### src/rtl/fetch_pc_unit.sv
// IF stage and IF/ID register: PC register, next-PC selection (PC+4, branch, j/jal, jr/jalr).
// Optional macro DELAY_SLOT_EN keeps the slot instruction on redirect instead of squashing it.
module fetch_pc_unit #(
  parameter logic [31:0] RESET_PC = 32'h0000_3000
) (
  input  logic        clk,
  input  logic        reset,
  input  logic        Stall,
  input  logic        BrInstr,
  input  logic        Branch,
  input  logic        Jump,
  input  logic        JumpReg,
  input  logic [31:0] RegJr,
  input  logic [31:0] Instr_F,
  output logic [31:0] PC_F,
  output logic [31:0] Instr_D,
  output logic [31:0] PC4_D,
  output logic [31:0] PC8_D,
  output logic        Valid_D,
  output logic        PcAlignErr
);

  logic [31:0] pc_q, pc_d;
  logic [31:0] instr_q, instr_d;
  logic [31:0] pc4_q, pc4_d;
  logic [31:0] pc8_q, pc8_d;
  logic        valid_q, valid_d;
  logic        align_err_q, align_err_d;

  logic [31:0] pc_f4, pc_f8;
  logic [31:0] br_tgt, j_tgt, redir_tgt;
  logic        redir_req, misalign, redir_take;

  function automatic logic [31:0] branch_target(input logic [31:0] pc4,
                                                input logic [15:0] imm);
    logic signed [31:0] off;
    off = {{14{imm[15]}}, imm, 2'b00};
    return pc4 + $unsigned(off);
  endfunction

  function automatic logic [31:0] jump_target(input logic [3:0]  pc4_hi,
                                              input logic [25:0] idx);
    return {pc4_hi, idx, 2'b00};
  endfunction

  always_comb begin
    pc_f4  = pc_q + 32'd4;
    pc_f8  = pc_q + 32'd8;
    br_tgt = branch_target(pc4_q, instr_q[15:0]);
    j_tgt  = jump_target(pc4_q[31:28], instr_q[25:0]);

    // ID operands are only trusted when not stalled and the ID slot holds a real instruction;
    // Branch is gated by BrInstr so a floating comparator output cannot cause a redirect.
    redir_req = !Stall && valid_q && (JumpReg || Jump || (BrInstr && Branch));

    if (JumpReg)   redir_tgt = RegJr;
    else if (Jump) redir_tgt = j_tgt;
    else           redir_tgt = br_tgt;

    misalign   = redir_req && (redir_tgt[1:0] != 2'b00);
    redir_take = redir_req && !misalign;
  end

  always_comb begin
    pc_d        = pc_q;
    instr_d     = instr_q;
    pc4_d       = pc4_q;
    pc8_d       = pc8_q;
    valid_d     = valid_q;
    align_err_d = align_err_q | misalign;
    if (!Stall) begin
      pc_d    = redir_take ? redir_tgt : pc_f4;
      instr_d = Instr_F;
      valid_d = 1'b1;
      pc4_d   = pc_f4;
      pc8_d   = pc_f8;
`ifdef DELAY_SLOT_EN
`else
      if (redir_take) begin
        instr_d = 32'h0;
        valid_d = 1'b0;
      end
`endif
    end
  end

  always_ff @(posedge clk) begin
    if (reset) begin
      pc_q        <= RESET_PC;
      instr_q     <= 32'h0;
      pc4_q       <= RESET_PC + 32'd4;
      pc8_q       <= RESET_PC + 32'd8;
      valid_q     <= 1'b0;
      align_err_q <= 1'b0;
    end else begin
      pc_q        <= pc_d;
      instr_q     <= instr_d;
      pc4_q       <= pc4_d;
      pc8_q       <= pc8_d;
      valid_q     <= valid_d;
      align_err_q <= align_err_d;
    end
  end

  assign PC_F       = pc_q;
  assign Instr_D    = instr_q;
  assign PC4_D      = pc4_q;
  assign PC8_D      = pc8_q;
  assign Valid_D    = valid_q;
  assign PcAlignErr = align_err_q;

endmodule

### config.mk
export PLATFORM = sky130hd
export DESIGN_NAME = fetch_pc_unit
export DESIGN_NICKNAME = d
export VERILOG_FILES = /design/src/rtl/fetch_pc_unit.sv
export SDC_FILE = /design/constraint.sdc
export NUM_CORES = 1
export LEC_CHECK = 0
export BUFFER_PORTS_ARGS = -buffer_cell sky130_fd_sc_hd__buf_2
export CAP_MARGIN = 25
export CORE_ASPECT_RATIO = 0.75
export CORE_MARGIN = 2
export CORE_UTILIZATION = 55
export CTS_CLUSTER_DIAMETER = 150
export DETAILED_ROUTE_END_ITERATION = 8
export PLACE_DENSITY = 0.82
export RECOVER_POWER = 25
export SLEW_MARGIN = 10
export SYNTH_ARGS = -nofsm -noshare
export SYNTH_HDL_FRONTEND = slang
export SYNTH_SLANG_ARGS = --single-unit
### constraint.sdc
create_clock -name clk -period 3.15 [get_ports clk]
set_input_delay 0.315 -clock clk [delete_from_list [all_inputs] [get_ports clk]]
set_output_delay 0.315 -clock clk [all_outputs]
set_load 0.1 [all_outputs]
==> parameters.txt, run 1 <==
Parameter                              Value

Outcome
  Run status    finished, violations left
  Violations in the final reports    max-capacitance violations, max-slew violations

Setup path
  Type of the setup path with the least slack    reg -> reg
  Critical path's top delay family    compound AO/OA/AOI/OAI gates
  Cells along the critical path    ha_1, o21a_1, o21ai_0, buf_4, nand2b_1, nand2_1, o311ai_0, a221oi_1, xor2_1, o311ai_0
  Count of buffering cells on the critical path with inverters included    1
  Crit-path slowest cell    sky130_fd_sc_hd__o311ai_0
  Largest stage delay on the critical path    about 700 ps
  Arrival time of the worst setup path    3360 ps
  Kind of end point of the critical path    register
  Critical path data required time    about 3500 ps
  Most prevalent standard cell on the critical path    sky130_fd_sc_hd__o311ai_0
  Startpoint class of the critical path    register
  Worst-path fanout max    7

GRT
  Largest net degree at the start of global routing    ~110
  Total grt overflow    0
  Wire length of the first global-routing pass    between 40 and 50 mm
  Initial antenna violation count    1
  Global-route usage over all layers    0.333
  Via count of the first global-routing pass    about 8400

Power
  Pleak    ~0.0043 uW
  Pwr dens    473 mW/mm^2
  Share of total power consumed by net switching    0.338
  Comb pwr share    0.200
  Clock network power share    0.434
  Relative contribution of sequential cells to total power    0.365
  Cell internal power dissipation    roughly 3200 uW
  Switching pwr    roughly 1600 uW
  Peak supply drop    approximately 0.36 mV

Synthesis
  Dominant cells by area after synthesis    sky130_fd_sc_hd__dfxtp_1, sky130_fd_sc_hd__nor2_1, sky130_fd_sc_hd__a21oi_1
  Library cells used by synthesis    67
  Number of enable flip-flop cells after synthesis    0
  Top_reg_cell synth    sky130_fd_sc_hd__dfxtp_1
  Fraction of registers with async set/reset    0
  Sequential-to-total area share from yosys stat    0.305
  Synth Warn #    0
  Seq cells post-synth    between 100 and 150
  Most numerous cell in the Yosys netlist    sky130_fd_sc_hd__nor2_1
  Top cell type's share of synthesized area    0.305
  Avg Cell Area, Syn    ~7.2 sq um
  Cell type with the highest aggregate area in the netlist    sky130_fd_sc_hd__dfxtp_1
  Post-Syn Instances    between 1000 and 1500
  Synthesized cell area    0.00839 sq mm
  Synthesized Nets    approximately 1300
  Leading cell types by count after synthesis    sky130_fd_sc_hd__nor2_1, sky130_fd_sc_hd__a21oi_1, sky130_fd_sc_hd__dfxtp_1

Floorplanning
  Width of the chip    ~150 microns
  Starting utilization of the core area    0.556
  Total core area    around 0.015 sq mm
  Count of pins on the block boundary    around 200
  Placement Rows    39
  Die area    0.0163 sq mm
  Die Span Y    between 100 and 150 microns

STA
  Crit path setup slack, layout    a little under 90 ps
  Final hold violation count    0
  Setup Viol. Count Final    0
  Worst slew margin relative to its limit    -0.397
  Final Max Tran Viols    around 90
  Final cycle utilization of the critical path    0.972
  Layout Skew    7.23 ps
  Actual transition at the worst max-transition pin    approximately 2100 ps
  Post-layout minimum cycle time    3060 ps
  Highest clock frequency the design can meet    327 MHz
  RSZ-0062 raised after global routing    no

Route
  Avg WL per Cell    around 18 microns
  DR DRC count    0
  Via density per instance    just under 6
  Post-detailed-routing wire length    27.2 mm
  Antenna Nets Post-Route    0
  Vias post-DR    between 9000 and 10000
  Drt pass-1 iters    6
  1st-iter DRT viols    between 800 and 900

Worst hold path
  Worst min-delay path category    in -> reg

Finish
  Sequential Area    about 0.0026 sq mm
  Fillers    around 1400
  Final standard cell area without fillers    a little over 0.01 sq mm
  P&R area growth vs syn    20.1%
  Final standard cell utilization of the core    0.668
  Layout cells sized above 1    0.205
  Fin nets    1415
  Footprint of the multi-input gates    roughly 0.0054 sq mm

Flow run
  Maximum capacitance violations    2

Placement
  Detailed-placement wirelength estimate    19.6 mm
  Pre-CTS WS    ~82 ps
  Total cell area at the placement stage    0.00952 sq mm
  Weighted congestion reported at the end of routability-driven placement    approximately 0.93
  Input/output buffers    200

Clock network
  Number of H-tree levels    4
  # clock sinks    around 130
  Inserted Clock Buffers    17
  CTS clk-pin slew, worst paths    60 ps
  Worst skew pair latency    approximately 430 ps
  CTS root buf    sky130_fd_sc_hd__clkbuf_16
  Clock tree from TritonCTS    built
  Clock Tree Buf Depth    2
  Number of buffers inserted to repair setup after CTS    0
-- cell families after synthesis --
kind of cell / synth area share
flip-flops: 0.305
buffers and inverters: 0.0568
AO/OA/AOI/OAI: 0.241
XOR/XNOR: 0.0710
adder cells (fa/ha/maj): 0.0486
AND/OR/NAND/NOR: 0.253
multiplexers: 0.0240
-- what timing repair did --
| action | 4_1_cts | 5_1_grt |
|---|---|---|
| hold buffers | 0 | 0 |
| resized for setup | 0 | 2 |
| setup endpoints to repair | 0 | 1 |
-- final cells by class --
class | count | share of cell area
Multi-Input combinational cell | 921 | 0.532
Sequential cell | 128 | 0.260
Timing Repair Buffer | 229 | 0.116
Clock buffer | 17 | 0.0422
Tap cell | 205 | 0.0255
Clock inverter | 15 | 0.0183
Inverter | 15 | 0.00559
Antenna cell | 1 | 0.000248
-- path summary, 6_finish.rpt --
path              cells past startpoint               startpoint                    end  slack, ps
hold / removal                        3                RegJr[12]  PC_F[12]$_SDFFE_PP1N_        150
hold reg to reg                       1    PC8_D[3]$_SDFFE_PP1N_  PC8_D[3]$_SDFFE_PP1N_        460
setup / recovery                     10  Instr_D[7]$_SDFFE_PP0N_  PC_F[24]$_SDFFE_PP0N_         90
setup reg to reg                     10  Instr_D[7]$_SDFFE_PP0N_  PC_F[24]$_SDFFE_PP0N_         90
-- state kept, by name (all words and copies together), names as in the netlist --
signal      flops
Instr_D        32
PC4_D          32
PC_F           32
PC8_D          30
PcAlignErr      1
Valid_D         1
-- placed cells by master, fill, tap and decap left out, types with 18 or more instances in the layout --
| master | Yosys | layout |
|---|---|---|
| sky130_fd_sc_hd__a21o_1 | 32 | 32 |
| sky130_fd_sc_hd__a21oi_1 | 149 | 148 |
| sky130_fd_sc_hd__a31oi_1 | 18 | 18 |
| sky130_fd_sc_hd__buf_2 | 10 | 147 |
| sky130_fd_sc_hd__buf_4 | 10 | 23 |
| sky130_fd_sc_hd__clkbuf_1 | 64 | 54 |
| sky130_fd_sc_hd__dfxtp_1 | 128 | 82 |
| sky130_fd_sc_hd__dfxtp_2 | 0 | 46 |
| sky130_fd_sc_hd__ha_1 | 31 | 31 |
| sky130_fd_sc_hd__mux2i_1 | 19 | 19 |
| sky130_fd_sc_hd__nand2_1 | 111 | 110 |
| sky130_fd_sc_hd__nand3_1 | 27 | 27 |
| sky130_fd_sc_hd__nor2_1 | 221 | 221 |
| sky130_fd_sc_hd__nor3_1 | 23 | 23 |
| sky130_fd_sc_hd__o21ai_0 | 50 | 50 |
| sky130_fd_sc_hd__xnor2_1 | 44 | 44 |
| sky130_fd_sc_hd__xor2_1 | 24 | 24 |
-- routing by layer --
layer / routed length [microns] / vias up / global-route usage / part of all wire
met5: 0 / - / 0 / 0
met4: 927 / 0 / 0.128 / 0.034
met3: 2480 / 61 / 0.0802 / 0.091
met2: 12200 / 439 / 0.531 / 0.45
met1: 11600 / 4169 / 0.437 / 0.43
li1: - / 4373 / - / -
-- metrics by stage --
| stage | cells | TNS, ps | power (uW) | hold slack, ps |
|---|---|---|---|---|
| floorplan | 1162 | -7.02 | 2500 | 470 |
| global placement | 1497 | 0 | 2710 | 446 |
| detailed placement | 1497 | 0 | 2720 | 452 |
| CTS | 1529 | 0 | 4760 | 133 |
| global route | 1531 | 0 | 4920 | 166 |
| finish | 1531 | 0 | 4770 | 146 |
-- power groups by stage --
| stage | clock network [uW] | logic (uW) | registers [uW] |
|---|---|---|---|
| after floorplan | 0 | 383 | 2120 |
| final | 2070 | 955 | 1740 |
| after CTS | 2070 | 950 | 1740 |
| after global placement | 0 | 943 | 1770 |
| after global routing | 2150 | 1020 | 1750 |
| after detailed placement | 0 | 947 | 1770 |
-- worst register-to-register path, cell delays in order, from the launching register on --
cell	delay, ps
sky130_fd_sc_hd__dfxtp_2	340
sky130_fd_sc_hd__ha_1	430
sky130_fd_sc_hd__o21a_1	180
sky130_fd_sc_hd__o21ai_0	150
sky130_fd_sc_hd__buf_4	200
sky130_fd_sc_hd__nand2b_1	80
sky130_fd_sc_hd__nand2_1	90
sky130_fd_sc_hd__o311ai_0	720
sky130_fd_sc_hd__a221oi_1	190
sky130_fd_sc_hd__xor2_1	190
sky130_fd_sc_hd__o311ai_0	360
Power figures use the tool's default switching activity.
==> inputs of run 2 (changes only) <==
ABC_AREA = 1   (was unset)
PLACE_DENSITY = 0.81   (was 0.82)
==> parameters.txt, run 2 <==
Parameter                              Value

Finish
  Layout cells sized above 1    0.141 (-0.0639)
  Footprint of the multi-input gates    0.00496 sq mm (-7.5%)
  Top library cells by usage in the layout, fill and taps aside    sky130_fd_sc_hd__nand2_1, sky130_fd_sc_hd__inv_1, sky130_fd_sc_hd__nor2_1
  Final standard cell area without fillers    0.0102 sq mm (+0.73%)
  Sequential Area    0.00256 sq mm (-2.2%)
  Fillers    1457 (+7.4%)
  Commonest non-fill, non-tap cell in the layout    sky130_fd_sc_hd__nand2_1
  Fin nets    1661 (+17%)
  Total inserted antenna cells    0 (-1)
  P&R area growth vs syn    19.5%

Power
  Comb pwr share    0.281 (+0.081)
  Share of total power consumed by net switching    0.398 (+0.0598)
  Peak supply drop    0.439 mV (+20%)
  Pwr dens    536 mW/mm^2 (+13%)
  Switching pwr    2160 uW (+34%)
  Clock network power share    0.381 (-0.053)
  Cell internal power dissipation    3270 uW (+3.8%)
  Pleak    0.00532 uW (+25%)
  Relative contribution of sequential cells to total power    0.337 (-0.028)

Synthesis
  Top_reg_cell synth    sky130_fd_sc_hd__dfxtp_1
  Compound-gate portion of the synthesized area    0.160 (-0.0810)
  Top cell type's share of synthesized area    0.302 (-0.00387)
  Synth Warn #    0 (unchanged)
  Avg Cell Area, Syn    6.13 sq um (-15%)
  Cell type with the highest aggregate area in the netlist    sky130_fd_sc_hd__dfxtp_1
  Leading cell types by count after synthesis    sky130_fd_sc_hd__nand2_1, sky130_fd_sc_hd__inv_1, sky130_fd_sc_hd__nor2_1
  Synthesized cell area    0.00850 sq mm (+1.3%)
  Seq cells post-synth    128 (unchanged)
  Share of synthesized cell area in and, or, nand and nor gates    0.322 (+0.0690)
  Number of enable flip-flop cells after synthesis    0 (unchanged)
  Most numerous cell in the Yosys netlist    sky130_fd_sc_hd__nand2_1
  Synthesized Nets    1488 (+18%)
  Library cells used by synthesis    43 (-36%)
  Fraction of the mapped netlist area in adder cells    0.0480 (-0.000616)
  Sequential-to-total area share from yosys stat    0.302 (-0.00387)
  Fraction of registers with async set/reset    0 (unchanged)
  Combinational family with the most area after synthesis    simple AND/OR/NAND/NOR gates
  Fraction of synthesized area in multiplexers    0 (-0.0240)
  Xor-xnor portion of the synthesized cell area    0.0536 (-0.0174)
  Post-Syn Instances    1385 (+19%)
  Dominant cells by area after synthesis    sky130_fd_sc_hd__dfxtp_1, sky130_fd_sc_hd__nand2_1, sky130_fd_sc_hd__inv_1

Route
  Antenna Nets Post-Route    0 (unchanged)
  1st-iter DRT viols    915 (+6.8%)
  Post-detailed-routing wire length    30.2 mm (+11%)
  Vias post-DR    9552 (+5.6%)
  DR DRC count    0 (unchanged)
  Drt pass-1 iters    7 (+1)
  Avg WL per Cell    17.0 microns (-4.4%)
  Via density per instance    5.38 (-8.9%)

STA
  Final hold violation count    0 (unchanged)
  Worst slew margin relative to its limit    -0.250 (+0.147)
  Post-layout minimum cycle time    2720 ps (-341 ps)
  Setup Viol. Count Final    0 (unchanged)
  RSZ-0062 raised after global routing    no
  Final Max Tran Viols    131 (+42%)
  Highest clock frequency the design can meet    367 MHz (+13%)
  Crit path setup slack, layout    428 ps (+341 ps)
  Actual transition at the worst max-transition pin    1880 ps (-220 ps)
  Final cycle utilization of the critical path    0.864 (-0.108)
  Layout Skew    8.99 ps (+1.76 ps)
  Final total negative setup slack    0 ps (unchanged)
  Tightest hold margin    117 ps (-29.7 ps)

Placement
  Detailed-placement wirelength estimate    22.6 mm (+15%)
  Weighted congestion reported at the end of routability-driven placement    0.987 (+5.8%)
  Input/output buffers    200 (unchanged)
  Total cell area at the placement stage    0.00959 sq mm (+0.80%)
  Pre-CTS WS    400 ps (+317 ps)

Setup path
  Worst-case reg-to-reg path depth    14 (+4)
  Kind of end point of the critical path    register
  Largest stage delay on the critical path    1340 ps (+620 ps)
  Crit-path slowest cell    sky130_fd_sc_hd__clkbuf_2
  Critical path data required time    3380 ps (-70 ps)
  R2R setup slack    650 ps (+560 ps)
  Startpoint class of the critical path    primary input
  Startpoint of the worst-slack reg-to-reg timing path    Instr_D[15]$_SDFFE_PP0N_
  Critical path's top delay family    buffers and inverters
  Arrival time of the worst setup path    2950 ps (-410 ps)
  Worst-path fanout max    91 (+84)
  Cells along the critical path    buf_2, inv_2, clkbuf_2, nand2_1, o21ai_0, a21oi_1
  Count of buffering cells on the critical path with inverters included    3 (+2)
  FF-to-FF End    PC_F[31]$_SDFFE_PP0N_
  Type of the setup path with the least slack    in -> reg

Clock network
  CTS root buf    sky130_fd_sc_hd__clkbuf_16
  Worst skew pair latency    440 ps (about the same)
  # clock sinks    128 (unchanged)
  CTS clk-pin slew, worst paths    60 ps (about the same)
  Inserted Clock Buffers    17 (unchanged)
  Hold bufs inserted after CTS    0 (unchanged)
  Clock Tree Buf Depth    2 (unchanged)
  Number of buffers inserted to repair setup after CTS    0 (unchanged)
  Post-cts sizing count    0 (unchanged)
  Number of H-tree levels    4 (unchanged)
  Clock tree from TritonCTS    built

Worst hold path
  Start point of the worst hold path    Instr_F[20]
  Worst min-delay path category    in -> reg
  Hold depth    3 (unchanged)
  Worst Hold Path EP    Instr_D[20]$_SDFFE_PP0N_

GRT
  Wire length of the first global-routing pass    47.7 mm (+9.1%)
  Largest net degree at the start of global routing    92 (-12%)
  Initial antenna violation count    0 (-1)
  Global-route usage over all layers    0.371 (+0.0378)
  Via count of the first global-routing pass    8935 (+6.7%)
  Total grt overflow    0 (unchanged)

Floorplanning
  Die area    0.0165 sq mm (+1.2%)
  Starting utilization of the core area    0.560 (+0.00351)
  Total core area    0.0152 sq mm (+0.65%)
  Die Span Y    112 microns (+0.61%)
  Width of the chip    148 microns (+0.62%)
  Count of pins on the block boundary    201 (unchanged)
  Placement Rows    39 (unchanged)

Outcome
  Run status    finished, violations left
  Violations in the final reports    max-capacitance violations, max-slew violations

Flow run
  Maximum capacitance violations    2 (unchanged)
## run 2: stage by stage
stage               utilization  power (uW)  std cells
CTS                       0.672        5430       1774
detailed placement        0.632        3380       1743
finish                    0.669        5440       1775
global placement          0.632        3360       1743
global route              0.669        5640       1775
floorplan                     -        3050       1385
## run 2: worst max path at each step
stage	start	slack, ps	end	cells past startpoint
floorplan	Instr_D[15]$_SDFFE_PP0N_	460	PC_F[28]$_SDFFE_PP0N_	12
global placement	Stall	470	PC_F[9]$_SDFFE_PP0N_	9
detailed placement	Stall	400	PC_F[27]$_SDFFE_PP0N_	9
CTS	Instr_D[0]$_SDFFE_PP0N_	760	PC_F[24]$_SDFFE_PP0N_	15
global route	Stall	250	PC_F[2]$_SDFFE_PP0N_	6
finish	Stall	430	PC_F[2]$_SDFFE_PP0N_	6
## run 2: metal layers
| layer | wire length [microns] | GRT usage | vias up | part of all wire |
|---|---|---|---|---|
| met2 | 12800 | 0.557 | 476 | 0.42 |
| met5 | 0 | 0 | - | 0 |
| met3 | 2770 | 0.0844 | 68 | 0.092 |
| met1 | 13600 | 0.521 | 4300 | 0.45 |
| met4 | 1030 | 0.137 | 0 | 0.034 |
| li1 | - | - | 4708 | - |
## run 2: worst register-to-register path: stages, from the launching register on
cell,delay (ps)
sky130_fd_sc_hd__dfxtp_1,550
sky130_fd_sc_hd__buf_4,270
sky130_fd_sc_hd__ha_1,320
sky130_fd_sc_hd__nand2_1,160
sky130_fd_sc_hd__inv_1,60
sky130_fd_sc_hd__nand2_1,80
sky130_fd_sc_hd__nand2_1,80
sky130_fd_sc_hd__nand2_1,70
sky130_fd_sc_hd__nand2_1,50
sky130_fd_sc_hd__a21oi_1,210
sky130_fd_sc_hd__nand3_1,110
sky130_fd_sc_hd__nand3_1,100
sky130_fd_sc_hd__nand2_1,80
sky130_fd_sc_hd__nand2_1,80
sky130_fd_sc_hd__a21oi_1,70
## run 2: final cells by class
type | count | area share
clock buffer | 17 | 0.0419
clock inverter | 14 | 0.0177
inverter | 193 | 0.0714
multi-input combinational | 1005 | 0.489
sequential | 128 | 0.252
tap | 205 | 0.0253
timing repair buffer | 213 | 0.103
## run 2: cell families after synthesis
family	Yosys count
flip-flops	128
AO/OA/AOI/OAI	254
buffers and inverters	252
XOR/XNOR	52
AND/OR/NAND/NOR	667
adder cells (fa/ha/maj)	32
## run 2: power groups by stage
| stage | registers [uW] | logic [uW] | clock network, uW |
|---|---|---|---|
| after floorplan | 2540 | 510 | 0 |
| after global placement | 1860 | 1500 | 0 |
| after detailed placement | 1860 | 1510 | 0 |
| after CTS | 1830 | 1520 | 2080 |
| after global routing | 1840 | 1630 | 2170 |
| final | 1830 | 1530 | 2070 |
==> inputs of run 3 (changes only) <==
CORE_ASPECT_RATIO = unset   (was 0.75)
CORE_MARGIN = 4   (was 2)
CORE_UTILIZATION = 50   (was 55)
PLACE_DENSITY = 0.78   (was 0.81)
clock period = 2.3 ns   (was 3.15 ns; I/O delays follow)
==> parameters.txt, run 3 (synthesis gave the netlist of run 2 again) <==
Parameter                              Value

Placement
  Detailed-placement wirelength estimate    23.7 mm (+4.8%)
  Cell count after placement    1786 (+2.5%)
  Input/output buffers    200 (unchanged)
  Weighted congestion reported at the end of routability-driven placement    0.997 (+0.98%)

Clock network
  # clock sinks    128 (unchanged)
  Worst skew pair latency    430 ps (about the same)
  Clock tree from TritonCTS    built
  Hold bufs inserted after CTS    0 (unchanged)
  Clock Tree Buf Depth    2 (unchanged)
  Inserted Clock Buffers    17 (unchanged)
  CTS root buf    sky130_fd_sc_hd__clkbuf_16
  CTS clk-pin slew, worst paths    60 ps (about the same)
  Number of H-tree levels    4 (unchanged)

STA
  Highest clock frequency the design can meet    ~450 MHz
  Worst slew margin relative to its limit    0.0837 (+0.334)
  Post-layout minimum cycle time    ~2200 ps
  Tightest hold margin    36.0 ps (-80.7 ps)
  Final hold violation count    0 (unchanged)
  RSZ-0062 raised after global routing    no
  Final cycle utilization of the critical path    0.975
  Final total negative setup slack    0 ps (unchanged)
  Final Max Tran Viols    0 (-100%)
  Layout Skew    8.48 ps (-0.514 ps)
  Setup Viol. Count Final    0 (unchanged)
  Actual transition at the worst max-transition pin    1370 ps (-501 ps)

Finish
  Commonest non-fill, non-tap cell in the layout    sky130_fd_sc_hd__nand2_1
  Fillers    1617 (+11%)
  Layout cells sized above 1    0.206 (+0.0642)
  Number of standard cells in the layout, taps in and fillers out    1820 (+2.5%)
  Top library cells by usage in the layout, fill and taps aside    sky130_fd_sc_hd__nand2_1, sky130_fd_sc_hd__inv_1, sky130_fd_sc_hd__nor2_1
  Fin nets    1691 (+1.8%)
  P&R area growth vs syn    24.0%
  Total inserted antenna cells    0 (unchanged)

GRT
  Total grt overflow    0 (unchanged)
  Global-route usage over all layers    0.314 (-0.0565)
  Initial antenna violation count    0 (unchanged)
  Met1 global-route usage    0.426 (-0.0943)
  Via count of the first global-routing pass    9015 (+0.90%)
  Largest net degree at the start of global routing    99 (+7.6%)
  Met2 usage    0.504 (-0.0530)
  Wire length of the first global-routing pass    48.5 mm (+1.6%)
  Met3 capacity usage during global routing    0.0618 (-0.0226)
  Global route hottest layer    met2

Worst hold path
  Worst Hold Path EP    Instr_D[13]$_SDFFE_PP0N_
  Worst min-delay path category    in -> reg
  Start point of the worst hold path    Instr_F[13]
  Hold depth    3 (unchanged)

Setup path
  Arrival time of the worst setup path    2560 ps (-390 ps)
  Startpoint of the worst-slack reg-to-reg timing path    PC4_D[12]$_SDFFE_PP1N_
  Critical path's top delay family    simple AND/OR/NAND/NOR gates
  Crit path from    PC4_D[12]$_SDFFE_PP1N_
  Cells along the critical path    ha_1, nand2_1, o21bai_1, inv_1, nand3_1, nand3_1, nand2_1, nand2_1, nand2_1, o21ai_1, buf_4, nand2_1, nand2_1
  R2R setup slack    60 ps (-590 ps)
  Type of the setup path with the least slack    reg -> reg
  Critical path data required time    2620 ps (-760 ps)
  Startpoint class of the critical path    register
  Crit-path slowest cell    sky130_fd_sc_hd__dfxtp_2
  FF-to-FF End    PC_F[21]$_SDFFE_PP0N_
  Most prevalent standard cell on the critical path    sky130_fd_sc_hd__nand2_1
  Largest stage delay on the critical path    360 ps (-980 ps)
  Count of buffering cells on the critical path with inverters included    2 (-1)
  Worst-case reg-to-reg path depth    13 (-1)
  Worst-path fanout max    4 (-96%)
  Kind of end point of the critical path    register

Route
  Post-detailed-routing wire length    31.1 mm (+3.1%)
  1st-iter DRT viols    771 (-16%)
  Drt pass-1 iters    5 (-2)
  Vias post-DR    9622 (+0.73%)
  DR DRC count    0 (unchanged)
  Avg WL per Cell    17.1 microns (+0.52%)
  Via density per instance    5.29 (-1.8%)
  Antenna Nets Post-Route    0 (unchanged)

Floorplanning
  Total core area    0.0166 sq mm (+9.7%)
  Width of the chip    138 microns (-6.2%)
  Die area    0.0191 sq mm (+16%)
  Starting utilization of the core area    0.511 (-0.0493)
  Die Span Y    138 microns (+24%)
  Placement Rows    47 (+21%)
  Count of pins on the block boundary    201 (unchanged)

Flow run
  Maximum capacitance violations    0 (-2)

Power
  Pleak    0.00549 uW (+3.1%)
  Relative contribution of sequential cells to total power    0.341 (+0.004)
  Comb pwr share    0.293 (+0.012)
  Pwr dens    702 mW/mm^2 (+31%)
  Share of total power consumed by net switching    0.400 (+0.00199)
  Peak supply drop    0.527 mV (+20%)
  Clock network power share    0.366 (-0.015)
  Cell internal power dissipation    4440 uW (+36%)
  Switching pwr    2960 uW (+37%)

Outcome
  Run status    finished clean
## run 3: cell types whose count changed in the layout (fill, tap and decap cells not counted), sizes merged
cell and change:
inv -3, clkbuf -3, bufinv -1, buf +35, clkinv -1, clkinvlp +3
## run 3: power by group through the flow
| stage | clock, uW | combinational (uW) | sequential [uW] |
|---|---|---|---|
| 2_1_floorplan | 0 | 697 | 3490 |
| 3_3_place_gp | 0 | 2130 | 2560 |
| 3_5_place_dp | 0 | 2140 | 2560 |
| 4_1_cts | 2710 | 2150 | 2520 |
| 5_1_grt | 2820 | 2300 | 2540 |
| 6_report | 2710 | 2170 | 2520 |
## run 3: cell type report
class	instances	area (sq um)	area share
multi-input cells	1005	5040	0.479
flip-flops and latches	128	2630	0.249
repair buffers	243	1290	0.123
inverters	193	724	0.0687
clock buffers	19	443	0.0420
well taps	220	275	0.0261
clock inverters	12	135	0.0128
## run 3: timing repair
item / 4_1_cts / 5_1_grt
gates resized for setup: 6 / 26
pin swaps: 0 / 1
buffers inserted: 0 / 3
gates cloned: 0 / 0
endpoints found under the hold margin: 0 / 0
endpoints found under the setup margin: 6 / 17
## run 3: tightest hold or removal path, delay by kind of cell
kind	cells	cell delay, ps
simple gates	1	50
buf+inv	1	90
compound gates	1	50
## run 3: per-stage QoR
| step | setup slack [ps] | total power, uW | util | instance area, sq um |
|---|---|---|---|---|
| 6_report | 57.1 | 7400 | 0.633 | 10500 |
| 5_1_grt | 6.90 | 7650 | 0.633 | 10500 |
| 4_1_cts | 1.49 | 7380 | 0.631 | 10500 |
| 3_5_place_dp | -65.3 | 4700 | 0.596 | 9920 |
| 3_3_place_gp | -9.20 | 4690 | 0.596 | 9920 |
| 2_1_floorplan | 2.02 | 4180 | - | 8560 |
## run 3: routing by layer
layer / vias to the layer above / share of wire
li1: 4765 / -
met1: 4313 / 0.43
met2: 469 / 0.45
met3: 75 / 0.088
met4: 0 / 0.029
met5: - / 0
## run 3: worst max-delay path by stage
stage                             end  slack (ps)  depth (start not counted)
2_1_floorplan   PC_F[29]$_SDFFE_PP0N_           2                         14
3_3_place_gp    PC_F[20]$_SDFFE_PP0N_          -9                         15
3_5_place_dp    PC_F[20]$_SDFFE_PP0N_         -70                         15
4_1_cts         PC_F[16]$_SDFFE_PP0N_           1                         13
5_1_grt        PC4_D[18]$_SDFFE_PP0N_           7                         12
6_report        PC_F[21]$_SDFFE_PP0N_          60                         13
